**src/rtl/reu_dma_sequencer_if.sv**
```systemverilog
// reu_dma_sequencer_if: register-file control strobes plus C64 bus and REU RAM signals of the DMA sequencer.
// master = sequencer side, slave = register file / bus side.
interface reu_dma_sequencer_if;
   logic       Execute;
   logic [1:0] XferType;
   logic       Length1;
   logic       BA;
   logic [7:0] C64DIn;
   logic [7:0] RAMDIn;
   logic       DMAn;
   logic       C64AOE;
   logic       C64RnW;
   logic [7:0] C64DOut;
   logic       RAMOE;
   logic       RAMWE;
   logic [7:0] RAMDOut;
   logic       IncCA;
   logic       IncREUA;
   logic       DecLen;
   logic       XferEnd;
   logic       SetEndOfBlock;
   logic       SetVerifyErr;
   logic       Busy;
   modport master (
      input  Execute, XferType, Length1, BA, C64DIn, RAMDIn,
      output DMAn, C64AOE, C64RnW, C64DOut, RAMOE, RAMWE, RAMDOut,
             IncCA, IncREUA, DecLen, XferEnd, SetEndOfBlock, SetVerifyErr, Busy
   );
   modport slave (
      output Execute, XferType, Length1, BA, C64DIn, RAMDIn,
      input  DMAn, C64AOE, C64RnW, C64DOut, RAMOE, RAMWE, RAMDOut,
             IncCA, IncREUA, DecLen, XferEnd, SetEndOfBlock, SetVerifyErr, Busy
   );
endinterface

```
**src/rtl/reu_dma_sequencer.sv**
```systemverilog
// reu_dma_sequencer: REU transfer engine (stash/fetch/swap/verify), state clocked on the PHI2 negedge.
// Define REU_BA_STALL_EN to let BA=0 pause the transfer.
module reu_dma_sequencer #(
   parameter int DMA_SETUP = 1
) (
   input logic                 PHI2,
   input logic                 Reset,
   reu_dma_sequencer_if.master bus
);
   typedef enum logic [2:0] {IDLE, SETUP, XA, XB, DONE} state_t;
   localparam logic [1:0] STASH = 2'b00, FETCH = 2'b01, SWAP = 2'b10, VERIFY = 2'b11;
   localparam logic [2:0] SETUP_LOAD = 3'(DMA_SETUP - 1);
   state_t state_q, state_d;
   logic [2:0] cnt_q, cnt_d;
   logic [1:0] type_q, type_d;
   logic [7:0] s_q, s_d, r_q, r_d, c64_dout, ram_dout;
   logic stall, hold, en, aoe, rnw, oe, we, byte_done, verr, xfer_end;
`ifdef REU_BA_STALL_EN
   assign stall = !bus.BA;
`else
   logic unused_ba;
   assign unused_ba = bus.BA;
   assign stall = 1'b0;
`endif
   assign hold = stall && (state_q == SETUP || state_q == XA || state_q == XB);
   always_ff @(negedge PHI2) begin
      if (Reset) begin
         state_q <= IDLE;
         cnt_q   <= '0;
         type_q  <= '0;
         s_q     <= '0;
         r_q     <= '0;
      end else begin
         state_q <= state_d;
         cnt_q   <= cnt_d;
         type_q  <= type_d;
         s_q     <= s_d;
         r_q     <= r_d;
      end
   end
   always_comb begin
      state_d   = state_q;
      cnt_d     = cnt_q;
      type_d    = type_q;
      s_d       = s_q;
      r_d       = r_q;
      aoe       = 1'b0;
      rnw       = 1'b1;
      oe        = 1'b0;
      we        = 1'b0;
      c64_dout  = '0;
      ram_dout  = '0;
      byte_done = 1'b0;
      verr      = 1'b0;
      xfer_end  = 1'b0;
      case (state_q)
         IDLE: if (bus.Execute) begin
            state_d = SETUP;
            cnt_d   = SETUP_LOAD;
            type_d  = bus.XferType;
         end
         SETUP: begin
            cnt_d   = cnt_q - 3'd1;
            state_d = (cnt_q == 3'd0) ? XA : SETUP;
         end
         XA: begin
            aoe       = 1'b1;
            rnw       = type_q != FETCH;
            oe        = type_q != STASH;
            we        = type_q == STASH;
            c64_dout  = bus.RAMDIn;
            ram_dout  = bus.C64DIn;
            verr      = type_q == VERIFY && bus.C64DIn != bus.RAMDIn;
            byte_done = type_q != SWAP;
            if (type_q == SWAP) begin
               s_d     = bus.C64DIn;
               r_d     = bus.RAMDIn;
               state_d = XB;
            end
         end
         XB: begin
            aoe       = 1'b1;
            rnw       = 1'b0;
            we        = 1'b1;
            c64_dout  = r_q;
            ram_dout  = s_q;
            byte_done = 1'b1;
            state_d   = XA;
         end
         DONE: begin
            xfer_end = 1'b1;
            state_d  = IDLE;
         end
         default: state_d = IDLE;
      endcase
      if (byte_done && (bus.Length1 || verr)) state_d = DONE;
      if (hold) begin
         state_d = state_q;
         cnt_d   = cnt_q;
         s_d     = s_q;
         r_d     = r_q;
      end
   end
   // a stalled bus cycle must not touch either side, so every enable is gated with hold
   assign en                = !Reset && !hold;
   assign bus.DMAn          = Reset || state_q == IDLE;
   assign bus.Busy          = state_q != IDLE;
   assign bus.C64AOE        = en && aoe;
   assign bus.C64RnW        = rnw || !en;
   assign bus.RAMOE         = en && oe;
   assign bus.RAMWE         = en && we;
   assign bus.C64DOut       = c64_dout;
   assign bus.RAMDOut       = ram_dout;
   assign bus.IncCA         = en && byte_done;
   assign bus.IncREUA       = en && byte_done;
   assign bus.DecLen        = en && byte_done && !bus.Length1;
   assign bus.SetEndOfBlock = en && byte_done && bus.Length1;
   assign bus.SetVerifyErr  = en && verr;
   assign bus.XferEnd       = !Reset && xfer_end;
endmodule

```
**src/flat_wrapper.sv**
```systemverilog
// flat-port wrapper written by rule: the top's interface ports become plain ports
module reu_dma_sequencer_flat 
#(
   parameter int DMA_SETUP = 1
)
  (PHI2, Reset, bus_Execute, bus_XferType, bus_Length1, bus_BA, bus_C64DIn, bus_RAMDIn, bus_DMAn, bus_C64AOE, bus_C64RnW, bus_C64DOut, bus_RAMOE, bus_RAMWE, bus_RAMDOut, bus_IncCA, bus_IncREUA, bus_DecLen, bus_XferEnd, bus_SetEndOfBlock, bus_SetVerifyErr, bus_Busy);
  reu_dma_sequencer_if bus_i ();
  input logic PHI2;
  input logic Reset;
  input wire logic [$bits(bus_i.Execute)-1:0] bus_Execute;
  input wire logic [$bits(bus_i.XferType)-1:0] bus_XferType;
  input wire logic [$bits(bus_i.Length1)-1:0] bus_Length1;
  input wire logic [$bits(bus_i.BA)-1:0] bus_BA;
  input wire logic [$bits(bus_i.C64DIn)-1:0] bus_C64DIn;
  input wire logic [$bits(bus_i.RAMDIn)-1:0] bus_RAMDIn;
  output wire logic [$bits(bus_i.DMAn)-1:0] bus_DMAn;
  output wire logic [$bits(bus_i.C64AOE)-1:0] bus_C64AOE;
  output wire logic [$bits(bus_i.C64RnW)-1:0] bus_C64RnW;
  output wire logic [$bits(bus_i.C64DOut)-1:0] bus_C64DOut;
  output wire logic [$bits(bus_i.RAMOE)-1:0] bus_RAMOE;
  output wire logic [$bits(bus_i.RAMWE)-1:0] bus_RAMWE;
  output wire logic [$bits(bus_i.RAMDOut)-1:0] bus_RAMDOut;
  output wire logic [$bits(bus_i.IncCA)-1:0] bus_IncCA;
  output wire logic [$bits(bus_i.IncREUA)-1:0] bus_IncREUA;
  output wire logic [$bits(bus_i.DecLen)-1:0] bus_DecLen;
  output wire logic [$bits(bus_i.XferEnd)-1:0] bus_XferEnd;
  output wire logic [$bits(bus_i.SetEndOfBlock)-1:0] bus_SetEndOfBlock;
  output wire logic [$bits(bus_i.SetVerifyErr)-1:0] bus_SetVerifyErr;
  output wire logic [$bits(bus_i.Busy)-1:0] bus_Busy;
  assign bus_i.Execute = bus_Execute;
  assign bus_i.XferType = bus_XferType;
  assign bus_i.Length1 = bus_Length1;
  assign bus_i.BA = bus_BA;
  assign bus_i.C64DIn = bus_C64DIn;
  assign bus_i.RAMDIn = bus_RAMDIn;
  assign bus_DMAn = bus_i.DMAn;
  assign bus_C64AOE = bus_i.C64AOE;
  assign bus_C64RnW = bus_i.C64RnW;
  assign bus_C64DOut = bus_i.C64DOut;
  assign bus_RAMOE = bus_i.RAMOE;
  assign bus_RAMWE = bus_i.RAMWE;
  assign bus_RAMDOut = bus_i.RAMDOut;
  assign bus_IncCA = bus_i.IncCA;
  assign bus_IncREUA = bus_i.IncREUA;
  assign bus_DecLen = bus_i.DecLen;
  assign bus_XferEnd = bus_i.XferEnd;
  assign bus_SetEndOfBlock = bus_i.SetEndOfBlock;
  assign bus_SetVerifyErr = bus_i.SetVerifyErr;
  assign bus_Busy = bus_i.Busy;
  reu_dma_sequencer #(.DMA_SETUP(DMA_SETUP)) u_core (.PHI2(PHI2), .Reset(Reset), .bus(bus_i));
endmodule
```
**config.mk**
```make
export PLATFORM = sky130hd
export DESIGN_NAME = reu_dma_sequencer_flat
export DESIGN_NICKNAME = d
export VERILOG_FILES = /design/src/rtl/reu_dma_sequencer_if.sv /design/src/rtl/reu_dma_sequencer.sv /design/src/flat_wrapper.sv
export SDC_FILE = /design/constraint.sdc
export NUM_CORES = 1
export LEC_CHECK = 0
export ABC_AREA = 1
export BUFFER_PORTS_ARGS = -buffer_cell sky130_fd_sc_hd__buf_2
export CELL_PAD_IN_SITES_DETAIL_PLACEMENT = 1
export CELL_PAD_IN_SITES_GLOBAL_PLACEMENT = 2
export CORE_MARGIN = 5
export CORE_UTILIZATION = 23
export CTS_CLUSTER_DIAMETER = 120
export DETAILED_ROUTE_END_ITERATION = 12
export PLACE_DENSITY_LB_ADDON = 0.08
export SLEW_MARGIN = 20
export SYNTH_ARGS = -nofsm -noshare
export SYNTH_HDL_FRONTEND = slang
export SYNTH_SLANG_ARGS = --single-unit
```
**constraint.sdc**
```tcl
create_clock -name PHI2 -period 1.2 [get_ports PHI2]
set_clock_uncertainty 0.1 [all_clocks]
set_input_delay 0.24 -clock PHI2 [delete_from_list [all_inputs] [get_ports PHI2]]
set_output_delay 0.24 -clock PHI2 [all_outputs]
set_load 0.03 [all_outputs]
```
==> impl_metrics.tcl <==
set metrics [dict create \
    vias_per_cell 4.492 \
    clock_sinks 24 \
    critical_path_class "reg -> out" \
    first_global_vias 2016 \
    switching_share 0.4595 \
    antenna_found_initial 0 \
    cts_buffer_depth 2 \
    clkPwrFrac 0.158 \
    p_leak_nw 1.475 \
    seqPwrFrac 0.198 \
    synthAdderAreaFrac 0.01784 \
    synth.avg_cell_area_um2 6.711 \
    total_power_mw 5.440 \
    gr-usage-all-layers 0.1466 \
    fillers 697 \
    hold_path.class "reg -> reg" \
    drive_above_1_share 0.6366 \
    wirelength_mm 5.595 \
    ys_warn_count 0 \
    htree_levels 1 \
    regToRegSetupSlack_ns -0.57 \
    synth_cell_types 28 \
    dp_cells 380 \
    grt_max_degree 21 \
    grt_pass1_wl_mm 8.956 \
    cts_tree "done" \
    synthCells 209 \
    ys_seq_area_frac 0.3426 \
    worst_slack_ns -1.182 \
    cp-end-kind "primary output" \
    num_io_pins 51 \
    synth.net_count 234 \
    fin_cells 419 \
    rows 28 \
    fin_nets 370 \
    final_util 0.5226 \
    rsz0062_at_grt "yes" \
    wl_per_cell_um 13.35 \
    synth_top_area_share 0.3426 \
    power.density_mw_per_mm2 1758 \
    vias 1882 \
    drt-initial-drc-count 41 \
    cts.clk_slew.worst_paths_ns 0.04 \
    cts-buffers-inserted 3 \
    port_buffers 49 \
    slew_viol_final 0 \
    outcome "complete, but fails checks" \
    synth.area.mux_share 0 \
    synth_compound_area_frac 0.1855 \
    finalHoldViolCount 0 \
    hpwlAfterDp_mm 3.953 \
    critical_path.max_fanout 4 \
    p_comb_frac 0.644 \
    yosysTopAreaCell "dfxtp_1" \
    setup.worst_path.start_class "flip-flop" \
    grt.overflow.total 0 \
    die_h_um 88.09 \
    gp_congestion 0.7463 \
    core_area_mm2 0.005921 \
    worstMarginPinSlew_ns 0.3575 \
    final.setup.tns_ns -41.45 \
    holdWs_ns 0.3631 \
    p_int_mw 2.941 \
    antenna_cells 0 \
    violations "negative setup slack" \
    syn2layout_area_growth_pct 120.6 \
    yosys_register_bits 24 \
    netlist_area_mm2 0.001403 \
    crit_arrival_ns 2.04 \
    synth.area.top_cells "dfxtp_1 (34%), nand2_1 (11%), inv_1 (7.8%), nand3_1 (7.1%), a21oi_1 (5.7%)" \
    drtPass1Iterations 2 \
    hold_buffers 0 \
    synth_xor_area_frac 0.03747 \
    initial_core_util 0.2369 \
    die_w_um 88.09 \
    ir_drop_uv 745.9 \
    slew_headroom 0.7592 \
    root_buffer "clkbuf_8" \
    setup_viol_count_final 52 \
    drv_cap 0 \
    synth_top_family_by_area "simple AND/OR/NAND/NOR gates" \
    p_sw_mw 2.500 \
    ant_nets 0 \
    insertion_delay_ns 0.36 \
    crit_required_ns 0.86 \
    synth_simple_gate_area_frac 0.2872 \
    dieArea_mm2 0.007760 \
    drc 0 \
]
## path summary, 6_finish.rpt
path	startpoint	end	depth (start not counted)
max	u_core.state_q[1]$_SDFFE_NP0P_	bus_SetEndOfBlock	7
min	u_core.cnt_q[1]$_SDFFE_NP0P_	u_core.cnt_q[1]$_SDFFE_NP0P_	2
max reg2reg	u_core.state_q[0]$_SDFFE_NP0P_	u_core.s_q[4]$_SDFFE_NP0P_	9
min reg2reg	u_core.cnt_q[1]$_SDFFE_NP0P_	u_core.cnt_q[1]$_SDFFE_NP0P_	2
## power groups by stage
stage	combinational (mW)	clock (mW)	sequential [mW]
3_3_place_gp	2.70	0.127	1.07
4_1_cts	3.23	0.917	1.08
2_1_floorplan	1.61	0.127	1.07
3_5_place_dp	2.72	0.127	1.08
6_report	3.51	0.857	1.08
5_1_grt	3.80	1.02	1.10
## worst max-delay path, cell delays in order (launching register included)
cell     delay, ns
dfxtp_4       0.36
inv_4         0.04
nor2_4        0.15
nand2_2       0.12
nor2_4        0.14
inv_2         0.07
nor2_4        0.08
buf_6         0.13
## per-stage QoR
step | setup slack [ns] | instance area [um^2]
final | -1.182 | 3094
after global routing | -1.281 | 3094
after CTS | -1.178 | 2839
after detailed placement | -0.8861 | 2381
after global placement | -0.8538 | 2381
after floorplan | -0.8857 | 1674
## final cells by class
class                      count  area (um^2)  area share
timing repair buffer         119         1140      0.3684
multi-input combinational    144         1106      0.3575
sequential                    24        494.2      0.1597
inverter                      29        123.9     0.04003
clock inverter                25        95.09     0.03073
tap                           75        93.84     0.03033
clock buffer                   3        41.29     0.01334
## kinds of logic (layout without fill, tap and decap cells)
group / count (synthesis) / in the layout
compound gates: 46 / 46
xor+xnor: 6 / 6
fa+ha+maj: 2 / 2
buf+inv: 41 / 176
flops: 24 / 24
simple gates: 90 / 90
## Yosys cell counts
master    count
nand2_1      41
o21ai_1       8
buf_6         3
clkbuf_1      4
a211oi_1      3
nor2_4        1
nor3_2        1
xor2_1        1
or2_0         1
inv_2         1
nor3_1        3
o22ai_1       2
xnor2_1       5
buf_2         1
o21ai_0      13
nor3_4        1
a211oi_2      2
o221ai_1      1
buf_4         1
a31oi_1       1
a21oi_1      16
buf_1         2
nand2_4       1
inv_1        29
nand3_1      20
dfxtp_1      24
ha_1          2
nor2_1       21
## registers in the layout, summed over array words and instances, names as in the netlist
signal,count
u_core.cnt_q,3
u_core.r_q,8
u_core.s_q,8
u_core.state_q,3
u_core.type_q,2
## timing repair
item,in CTS,in global routing
gates resized for setup,90,57
buffers inserted,7,9
endpoints found under the setup margin,52,52
pin swaps,14,28
## cell usage in the layout, fill, tap and decap left out, drive strengths merged, types with 16 or more instances in the layout
cell type / netlist / layout
inv: 30 / 53
nand2: 42 / 42
dfxtp: 24 / 24
buf: 7 / 119
a21oi: 16 / 16
o21ai: 21 / 21
nor2: 22 / 22
nand3: 20 / 20
## metal layers
metal,share of wire,vias to the layer above,global-route usage,wire length (um)
met5,0,-,0,0
met4,0.0084,0,0.04945,47
met3,0.068,7,0.05268,381
met2,0.52,50,0.2603,2920
met1,0.40,876,0.1621,2245
li1,-,949,-,-
Note: power is estimated with default switching activity, not from simulation.
